==> config.mk <==
export PLATFORM = sky130hd
export DESIGN_NAME = decode_stage_flat
export DESIGN_NICKNAME = d
export VERILOG_FILES = /design/src/rtl/decode_stage_if.sv /design/src/rtl/decode_stage.sv /design/src/flat_wrapper.sv
export SDC_FILE = /design/constraint.sdc
export NUM_CORES = 1
export LEC_CHECK = 0
export ABC_AREA = 1
export ABC_CLOCK_PERIOD_IN_PS = 5500
export CORE_MARGIN = 3
export CORE_UTILIZATION = 50
export CTS_BUF_LIST = sky130_fd_sc_hd__clkbuf_16
export CTS_CLUSTER_SIZE = 14
export DETAILED_ROUTE_END_ITERATION = 7
export PLACE_DENSITY = 0.84
export RECOVER_POWER = 50
export SYNTH_ARGS = -nofsm -noshare
export SYNTH_HDL_FRONTEND = slang
export SYNTH_SLANG_ARGS = --single-unit
==> constraint.sdc <==
create_clock -name clk -period 5.5 [get_ports clk]
set_input_delay 0.55 -clock clk [delete_from_list [all_inputs] [get_ports clk]]
set_output_delay 0.55 -clock clk [all_outputs]
set_load 0.01 [all_outputs]
==> src/rtl/decode_stage_if.sv <==
// Instruction-in / decoded-packet-out bus of the MIPS decode stage.
// Both directions use valid/ready: a beat transfers on the rising edge where valid and ready are both 1.
// A producer holds valid and its payload steady until that edge.
interface decode_stage_if #(
    parameter int PC_W = 32
);
    logic            in_valid;
    logic            in_ready;
    logic [31:0]     in_instr;
    logic [PC_W-1:0] in_pc;

    logic            out_valid;
    logic            out_ready;
    logic [PC_W-1:0] out_pc;
    logic [4:0]      out_rs;
    logic [4:0]      out_rt;
    logic [4:0]      out_cad;
    logic [15:0]     out_imm;
    logic [1:0]      out_type;
    logic            out_gp_we;
    logic            out_mem_wren;
    logic            out_mem_rren;
    logic            out_illegal;
    logic [1:0]      out_pc_sel;

    modport master (
        output in_valid, in_instr, in_pc, out_ready,
        input  in_ready, out_valid, out_pc, out_rs, out_rt, out_cad, out_imm,
               out_type, out_gp_we, out_mem_wren, out_mem_rren, out_illegal, out_pc_sel
    );

    modport slave (
        input  in_valid, in_instr, in_pc, out_ready,
        output in_ready, out_valid, out_pc, out_rs, out_rt, out_cad, out_imm,
               out_type, out_gp_we, out_mem_wren, out_mem_rren, out_illegal, out_pc_sel
    );
endinterface

==> src/rtl/decode_stage.sv <==
// MIPS decode stage: instruction queue feeding a registered decoder output.
// Define DECODE_TRAP_EN to stop the stage after an illegal packet is consumed, until flush or reset.
module decode_stage #(
    parameter int DEPTH = 4,
    parameter int PC_W  = 32
) (
    input  logic                   clk,
    input  logic                   reset,
    input  logic                   flush,
    decode_stage_if.slave          bus,
    output logic                   trapped,
    output logic [$clog2(DEPTH):0] count,
    output logic                   state_dbg
);
    localparam int AW = $clog2(DEPTH);
    localparam int CW = AW + 1;
    localparam logic [AW-1:0] PTR_ONE = 1;
    localparam logic [CW-1:0] CNT_ONE = 1;

`ifdef DECODE_TRAP_EN
    typedef enum logic {RUN = 1'b0, TRAP = 1'b1} state_t;
`else
    typedef enum logic {RUN = 1'b0} state_t;
`endif

    state_t          state, state_next;
    logic [31:0]     mem_instr [DEPTH];
    logic [PC_W-1:0] mem_pc    [DEPTH];
    logic [AW-1:0]   wr_ptr, rd_ptr;
    logic            push, pop, trap_enter, running;

    logic [31:0]     head;
    logic [5:0]      opc, fun;
    logic [4:0]      rs, rt, rd;
    logic            is_i, is_j, is_r, ill, link;
    logic [1:0]      dec_type, dec_pc_sel;
    logic [4:0]      dec_cad;
    logic            dec_gp_we, dec_wren, dec_rren;

    assign running      = (state == RUN);
    assign state_dbg    = state;
    assign bus.in_ready = (count < CW'(DEPTH)) & ~trapped & ~flush;
    assign push         = bus.in_valid & bus.in_ready;
    // The trap-entry cycle must not refill the output register, or that packet would vanish unseen.
    assign pop          = running & ~trap_enter & (count != '0) & (~bus.out_valid | bus.out_ready);

    always_comb begin
        state_next = state;
        trap_enter = 1'b0;
`ifdef DECODE_TRAP_EN
        if (flush) begin
            state_next = RUN;
        end else if (state == RUN && bus.out_valid && bus.out_ready && bus.out_illegal) begin
            trap_enter = 1'b1;
            state_next = TRAP;
        end
        trapped = (state == TRAP);
`else
        trapped = 1'b0;
`endif
    end

    always_ff @(posedge clk) begin
        if (reset) state <= RUN;
        else       state <= state_next;
    end

    always_ff @(posedge clk) begin
        if (push) begin
            mem_instr[wr_ptr] <= bus.in_instr;
            mem_pc[wr_ptr]    <= bus.in_pc;
        end
    end

    assign head = mem_instr[rd_ptr];
    assign opc  = head[31:26];
    assign rs   = head[25:21];
    assign rt   = head[20:16];
    assign rd   = head[15:11];
    assign fun  = head[5:0];

    always_comb begin
        is_i = (opc[5:3] == 3'b001) || (opc == 6'b100011) || (opc == 6'b101011)
            || (opc[5:1] == 5'b00010) || (opc == 6'b000001 && rt[4:1] == 4'b0000)
            || (opc[5:1] == 5'b00011 && rt == 5'b00000);
        is_j = (opc[5:1] == 5'b00001);
        is_r = (opc == 6'b000000 && (fun[5:3] == 3'b100 || fun == 6'b000010
                || fun[5:1] == 5'b10101 || fun == 6'b001000 || fun == 6'b001001
                || fun == 6'b001010 || fun == 6'b001100))
            || (opc == 6'b010000 && (rs == 5'b00000 || rs == 5'b00100
                || (rs == 5'b10000 && fun == 6'b011000)));
        ill  = ~(is_i | is_j | is_r);
        link = (opc == 6'b000011) || (opc == 6'b000000 && fun == 6'b001001);

        if (is_i)      dec_type = 2'b00;
        else if (is_j) dec_type = 2'b01;
        else if (is_r) dec_type = 2'b10;
        else           dec_type = 2'b11;

        if (link)      dec_cad = 5'd31;
        else if (is_r) dec_cad = rd;
        else           dec_cad = rt;

        dec_gp_we = ~ill & ((opc[5:3] == 3'b001) || (opc == 6'b100011) || (opc == 6'b000011)
                            || (opc == 6'b000000 && fun != 6'b001000));
        dec_wren  = ~ill & (opc == 6'b101011);
        dec_rren  = ~ill & (opc == 6'b100011);

        if (opc == 6'b000000 && (fun == 6'b001000 || fun == 6'b001001)) dec_pc_sel = 2'b00;
        else if (opc[5:2] == 4'b0001 || opc == 6'b000001)                dec_pc_sel = 2'b01;
        else if (opc[5:1] == 5'b00001)                                   dec_pc_sel = 2'b10;
        else                                                             dec_pc_sel = 2'b11;
    end

    // Flush shares the reset path so it overrides any push, pop or trap entry in the same cycle.
    always_ff @(posedge clk) begin
        if (reset || flush) begin
            wr_ptr           <= '0;
            rd_ptr           <= '0;
            count            <= '0;
            bus.out_valid    <= 1'b0;
            bus.out_pc       <= '0;
            bus.out_rs       <= '0;
            bus.out_rt       <= '0;
            bus.out_cad      <= '0;
            bus.out_imm      <= '0;
            bus.out_type     <= '0;
            bus.out_gp_we    <= 1'b0;
            bus.out_mem_wren <= 1'b0;
            bus.out_mem_rren <= 1'b0;
            bus.out_illegal  <= 1'b0;
            bus.out_pc_sel   <= '0;
        end else begin
            if (push) wr_ptr <= wr_ptr + PTR_ONE;
            if (pop)  rd_ptr <= rd_ptr + PTR_ONE;
            case ({push, pop})
                2'b10:   count <= count + CNT_ONE;
                2'b01:   count <= count - CNT_ONE;
                default: count <= count;
            endcase
            if (pop) begin
                bus.out_valid    <= 1'b1;
                bus.out_pc       <= mem_pc[rd_ptr];
                bus.out_rs       <= rs;
                bus.out_rt       <= rt;
                bus.out_cad      <= dec_cad;
                bus.out_imm      <= head[15:0];
                bus.out_type     <= dec_type;
                bus.out_gp_we    <= dec_gp_we;
                bus.out_mem_wren <= dec_wren;
                bus.out_mem_rren <= dec_rren;
                bus.out_illegal  <= ill;
                bus.out_pc_sel   <= dec_pc_sel;
            end else if (bus.out_ready) begin
                bus.out_valid <= 1'b0;
            end
        end
    end
endmodule

==> src/flat_wrapper.sv <==
// flat-port wrapper written by rule: the top's interface ports become plain ports
module decode_stage_flat 
#(
    parameter int DEPTH = 4,
    parameter int PC_W  = 32
)
  (clk, reset, flush, trapped, count, state_dbg, bus_in_valid, bus_in_instr, bus_in_pc, bus_out_ready, bus_in_ready, bus_out_valid, bus_out_pc, bus_out_rs, bus_out_rt, bus_out_cad, bus_out_imm, bus_out_type, bus_out_gp_we, bus_out_mem_wren, bus_out_mem_rren, bus_out_illegal, bus_out_pc_sel);
  decode_stage_if #(.PC_W(PC_W)) bus_i ();
  input  logic clk;
  input  logic reset;
  input  logic flush;
  output logic trapped;
  output logic [$clog2(DEPTH):0] count;
  output logic state_dbg;
  input wire logic [$bits(bus_i.in_valid)-1:0] bus_in_valid;
  input wire logic [$bits(bus_i.in_instr)-1:0] bus_in_instr;
  input wire logic [$bits(bus_i.in_pc)-1:0] bus_in_pc;
  input wire logic [$bits(bus_i.out_ready)-1:0] bus_out_ready;
  output wire logic [$bits(bus_i.in_ready)-1:0] bus_in_ready;
  output wire logic [$bits(bus_i.out_valid)-1:0] bus_out_valid;
  output wire logic [$bits(bus_i.out_pc)-1:0] bus_out_pc;
  output wire logic [$bits(bus_i.out_rs)-1:0] bus_out_rs;
  output wire logic [$bits(bus_i.out_rt)-1:0] bus_out_rt;
  output wire logic [$bits(bus_i.out_cad)-1:0] bus_out_cad;
  output wire logic [$bits(bus_i.out_imm)-1:0] bus_out_imm;
  output wire logic [$bits(bus_i.out_type)-1:0] bus_out_type;
  output wire logic [$bits(bus_i.out_gp_we)-1:0] bus_out_gp_we;
  output wire logic [$bits(bus_i.out_mem_wren)-1:0] bus_out_mem_wren;
  output wire logic [$bits(bus_i.out_mem_rren)-1:0] bus_out_mem_rren;
  output wire logic [$bits(bus_i.out_illegal)-1:0] bus_out_illegal;
  output wire logic [$bits(bus_i.out_pc_sel)-1:0] bus_out_pc_sel;
  assign bus_i.in_valid = bus_in_valid;
  assign bus_i.in_instr = bus_in_instr;
  assign bus_i.in_pc = bus_in_pc;
  assign bus_i.out_ready = bus_out_ready;
  assign bus_in_ready = bus_i.in_ready;
  assign bus_out_valid = bus_i.out_valid;
  assign bus_out_pc = bus_i.out_pc;
  assign bus_out_rs = bus_i.out_rs;
  assign bus_out_rt = bus_i.out_rt;
  assign bus_out_cad = bus_i.out_cad;
  assign bus_out_imm = bus_i.out_imm;
  assign bus_out_type = bus_i.out_type;
  assign bus_out_gp_we = bus_i.out_gp_we;
  assign bus_out_mem_wren = bus_i.out_mem_wren;
  assign bus_out_mem_rren = bus_i.out_mem_rren;
  assign bus_out_illegal = bus_i.out_illegal;
  assign bus_out_pc_sel = bus_i.out_pc_sel;
  decode_stage #(.DEPTH(DEPTH), .PC_W(PC_W)) u_core (.clk(clk), .reset(reset), .flush(flush), .bus(bus_i), .trapped(trapped), .count(count), .state_dbg(state_dbg));
endmodule
## Yosys cells after proc, flatten, opt, wreduce, memory -nomap -nowiden

Memory sizes are Yosys's and may differ from the RTL's. A register that Yosys moved wholly into a read port is not among the register bits.
Cells that the tools add are included.

| cells by class | value |
|---|---|
| $lt $le $gt $ge | 1 |
| bitwise gates (word level) | 12 |
| add/subtract/negate cells | 4 |
| equality and inequality tests | 23 |
| reductions and logical operators | 35 |
| mux-type cells | 15 |

Operator list:

| operator | number |
|---|---|
| $eq 6x4->1 const B | 4 |
| $logic_or 1x1->1 | 20 |
| $eq 6x2->1 const B | 2 |
| $eq 6x5->1 const B | 2 |
| $eq 6x6->1 const B | 2 |
| $mux 2 | 6 |
| $eq 5x2->1 const B | 2 |
| $eq 5x5->1 const B | 2 |
| $logic_not 5->1 | 2 |
| $mux 5 | 2 |
| $logic_and 1x1->1 | 8 |
| $and 1x1->1 | 6 |
| $eq 6x1->1 const B | 1 |
| $logic_not 6->1 | 1 |
| $mux 1 | 6 |
| $ne 6x4->1 const B | 1 |
| $pmux 3 s2 | 1 |
| $eq 5x1->1 const B | 1 |
| $eq 5x3->1 const B | 1 |
| $add 2x1->2 const B | 2 |
| $eq 4x1->1 const B | 1 |
| $logic_not 4->1 | 1 |
| $reduce_bool 2->1 | 2 |
| $add 3x1->3 const B | 1 |
| 9 further kinds | 13 |

| word-level totals | value |
|---|---|
| bits in registers | 47 |
| memories kept | 2 |
| output and inout bits | 78 |
| input port bits | 69 |
| bits in writable memories | 256 |
| word-level logic and storage cells | 106 |

Memory list:

| memory | words | bits a word | rd ports | clocked after Yosys merged registers in | write ports | RTL line | source |
|---|---|---|---|---|---|---|---|
| u_core.mem_instr | 4 | 32 | 1 | 1 | 1 | decode_stage.sv:27 | `logic [31:0] mem_instr [DEPTH];` |
| u_core.mem_pc | 4 | 32 | 1 | 1 | 1 | decode_stage.sv:28 | `logic [PC_W-1:0] mem_pc [DEPTH];` |

## Logic depth before layout (Yosys ltp)

| logic depth | value |
|---|---|
| word-level depth | 12 |
| depth in mapped cells | 17 |
| depth with buffers taken out | 15 |

## Worst setup path before layout

No wires, ideal clock.

| timing path | value |
|---|---|
| path kind | input-to-reg |
| start | input port flush |
| end | memory u_core.mem_instr[0][0], enable pin |
| arrival | 3.670 ns |
| stages on the path | 3 |
| data required time | 5.013 ns |
| buffers on the path | 0 |
| slack | 1.344 ns |
| library setup time | 0.487 ns |
| path through | nor2_1 -> nand2_1 -> nor2_1 |

| on the way | value |
|---|---|
| cells in the longest elaborated chain, start to end | 5 |

Ends and longest elaborated chain:

| what | RTL line | source |
|---|---|---|
| from (decl) | flat_wrapper.sv:11 | `input logic flush;` |
| $not 1->1 | decode_stage.sv:42 | `assign bus.in_ready = (count < CW'(DEPTH)) & ~trapped & ~flush;` |
| $and 1x1->1 | decode_stage.sv:42 |  |
| $and 1x1->1 | decode_stage.sv:43 | `assign push = bus.in_valid & bus.in_ready;` |
| $mux 1 | decode_stage.sv:69 | `if (push) begin` |
| $mux 1 (implied by the code) | decode_stage.sv:70 | `mem_instr[wr_ptr] <= bus.in_instr;` |
| to (decl) | decode_stage.sv:27 |  |

No other way between the ends.

## Worst setup path in the final report

| timing path | value |
|---|---|
| start | input port flush |
| end | register u_core.bus.out_mem_rren |

| on the way | value |
|---|---|
| cells in the longest elaborated chain, start to end | 1 |

Ends and longest elaborated chain:

| what | RTL line | source |
|---|---|---|
| $logic_or 1x1->1 | decode_stage.sv:117 | `if (reset \|\| flush) begin` |
| to (signal assigned) | decode_stage.sv:151 | `bus.out_mem_rren <= dec_rren;` |
| to (decl) | decode_stage_if.sv:35 | `out_type, out_gp_we, out_mem_wren, out_mem_rren, out_illegal, out_pc_sel` |

No other way between the ends.
A chain may end at the register's enable or synchronous reset.

==> impl_metrics.yaml <==
outcome:
  outcome: "finished, violations left"
  violations: "max-capacitance violations, max-slew violations"
critical_path:
  critPathMaxStageDelay_ns: 2.15
  required_ns: 5.96
  crit_slowest_cell: "clkbuf_1"
  cp_max_fo: 72
  cp_cell_sequence: "dlygate4sd3_1 > nor2_4 > clkbuf_1 > inv_1 > a21oi_1"
  critPathArrivalTime_ns: 4.36
  critPathLaunchType: "input port"
  path_class: "input port to flip-flop"
  startpoint: "flush"
  cp_num_buf_inv: 3
  cp_top_family: "buffers and inverters"
  cp-end-kind: "flip-flop"
yosys:
  synth_common_cells: "256 x edfxtp_1, 203 x nor2_1, 173 x nand2_1"
  synthArstFlopShare_pct: 0
  yosys.area_share.xor_xnor_pct: 0
  synth_compound_area_share_pct: 9.96
  syn_inst: 1127
  synth_top_family_by_area: "simple AND/OR/NAND/NOR gates"
  synth_area_leader_cell: "edfxtp_1"
  synthMostInstantiatedCell: "edfxtp_1"
  seq_area_frac_synth_pct: 72.1
  synth.avg_cell_area_um2: 11.5
  ys_top_cells_by_area: "edfxtp_1 60%, dfxtp_1 13%, o21ai_0 6.2%"
  synth_top_area_share_pct: 59.5
  synthAdderAreaFrac_pct: 0.639
  synth.distinct_cells: 28
  yosys.area_share.simple_pct: 14.0
  synth.ff_latch_count: 337
  synthMuxAreaShare_pct: 0
  synth-main-ff-cell: "edfxtp_1"
  yosysWarnings: 0
  synth_edf_count: 256
  synthesis.area_um2: 12900
pwr:
  power.density_nw_per_um2: 335
  vdd_ir_drop_max_mv: 0.245
  p_leak_nw: 5.71
timing:
  hold_viol_final: 0
  worst_pin_slew_ns: 3.06
  finClkSkew_ns: 0.0105
  tns_ns: 0
  period_minus_slack_ns: 3.91
  drv_slew: 73
  worst_slew_margin_rel_pct: -104
  rsz0062_at_grt: "false"
  fmax_ghz: 0.256
  setup_viol: 0
  min_period_over_period_pct: 71.0
grt:
  grt_use_met3_pct: 3.89
  grt.busiest_layer: "met2"
  groute.usage.overall_pct: 20.8
  use_met1_pct: 28.0
  grt_pass1_vias: 8817
  grt_max_degree: 122
  grt.overflow.total: 0
  gr-usage-met2_pct: 34.5
  grt_pass1_wl_mm: 47.0
  antenna_found_initial: 3
clock_tree:
  post-cts-setup-buffers: 0
  clock_path_buffers: 3
  clkLatencyLatePin_ns: 0.56
  cts.hold.buffers_added: 0
  clkSlewWorstSetupHoldPaths_ns: 0.06
  htree_levels: 1
  cts_tree: "done"
  cts_made_buffers: 31
  clockRootBuffer: "clkbuf_16"
  numClockSinks: 337
  post_cts_resized: 0
worst_hold_path:
  hp-class: "flip-flop to flip-flop"
  worstHoldStart: "u_core.bus.out_type[1]$_SDFFE_PP0P_"
drt:
  drt_iter0_drc: 917
  finalWirelength_mm: 29.9
  vias: 9151
  wl_per_cell_um: 18.6
  viasPerCell: 5.69
  first_pass_iters: 7
  ant_nets: 0
  drc: 0
floorplan:
  pin_count: 147
  initial_utilization_pct: 51.2
  core.rowCount: 58
  coreArea_um2: 25300
  die-area_um2: 27800
  die_h_um: 167
  die_x_um: 167
layout:
  synthToLayoutAreaGrowth_pct: 20.4
  fillers: 1893
  final_util_pct: 61.6
  multi_input_area_um2: 3230
  fin_nets: 1326
  seqCellArea_um2: 9310
  drive_gt1_share_pct: 6.11
placement:
  dp_hpwl_mm: 17.9
  routabilityCongestion: 0.828
  port_buffers: 144
job:
  max_cap_violations: 1
layer usage:
metal / up-vias / part of all wire (%)
li1: 4210 / -
met1: 4372 / 40
met2: 500 / 48
met3: 67 / 9.1
met4: 2 / 2.7
met5: - / 0.037
layout make-up:
| type | count | share of cell area, % |
|---|---|---|
| Clock buffer | 32 | 5.15 |
| Sequential cell | 337 | 59.8 |
| Antenna cell | 2 | 0.0322 |
| Clock inverter | 26 | 1.08 |
| Multi-Input combinational cell | 698 | 20.8 |
| Tap cell | 330 | 2.65 |
| Inverter | 27 | 0.651 |
| Timing Repair Buffer | 156 | 9.82 |
tightest hold or removal path, stage by stage (launching register included):
cell	delay (ns)
dfxtp_1	0.31
nand2_1	0.07
a21oi_1	0.06
kinds of logic after synthesis:
group | count (synthesis)
compound gates | 243
fa+ha+maj | 6
buf+inv | 93
flops | 337
other cells | 1
simple gates | 447
where the power goes:
group          switching, mW  internal [mW]  leakage, nW
logic                  0.241          0.129         2.23
clock network          0.885           1.14        0.500
registers             0.0238           2.80         2.98
total                   1.15           4.07         5.71
path summary, 6_finish.rpt:
| path | to | slack [ns] | cells past startpoint |
|---|---|---|---|
| setup reg to reg | u_core.bus.out_gp_we$_SDFFE_PP0P_ | 2.31 | 15 |
| setup / recovery | u_core.bus.out_mem_rren$_SDFFE_PP0P_ | 1.59 | 5 |
| hold / removal | u_core.bus.out_type[1]$_SDFFE_PP0P_ | 0.48 | 2 |
| hold reg to reg | u_core.bus.out_type[1]$_SDFFE_PP0P_ | 0.48 | 2 |
registers in the layout (all words and copies together) (netlist names), 3 cells and up, named ones only:
register / count
u_core.bus.out_pc: 32
u_core.mem_pc: 128
u_core.count: 3
u_core.bus.out_cad: 5
u_core.bus.out_rt: 5
u_core.mem_instr: 128
u_core.bus.out_rs: 5
u_core.bus.out_imm: 16
layout by cell type, fill, tap and decap left out, drive strengths merged:
cell type,n
edfxtp,256
nor2,203
nand2,184
o21ai,159
dlygate4sd3,131
dfxtp,81
nand3,50
a31oi,44
inv,35
clkbuf,33
a21oi,31
clkinv,14
clkdlybuf4s50,13
buf,11
nand4,7
o22ai,6
ha,5
diode,2
nor3,2
conb,2
bufinv,2
clkinvlp,2
o211ai,1
a22oi,1
nor4,1
o31ai,1
fa,1
through the flow:
stage	power, mW	setup WS (ns)	cells	area [um2]	hold WS [ns]
global route	5.38	1.15	1607	15600	0.500
detailed placement	3.26	2.20	1548	14600	0.466
global placement	3.24	2.27	1548	14600	0.456
floorplan	3.08	1.34	1128	12900	0.490
finish	5.22	1.59	1608	15600	0.483
CTS	5.25	2.38	1606	15600	0.480
Note: power is estimated with default switching activity, not from simulation.
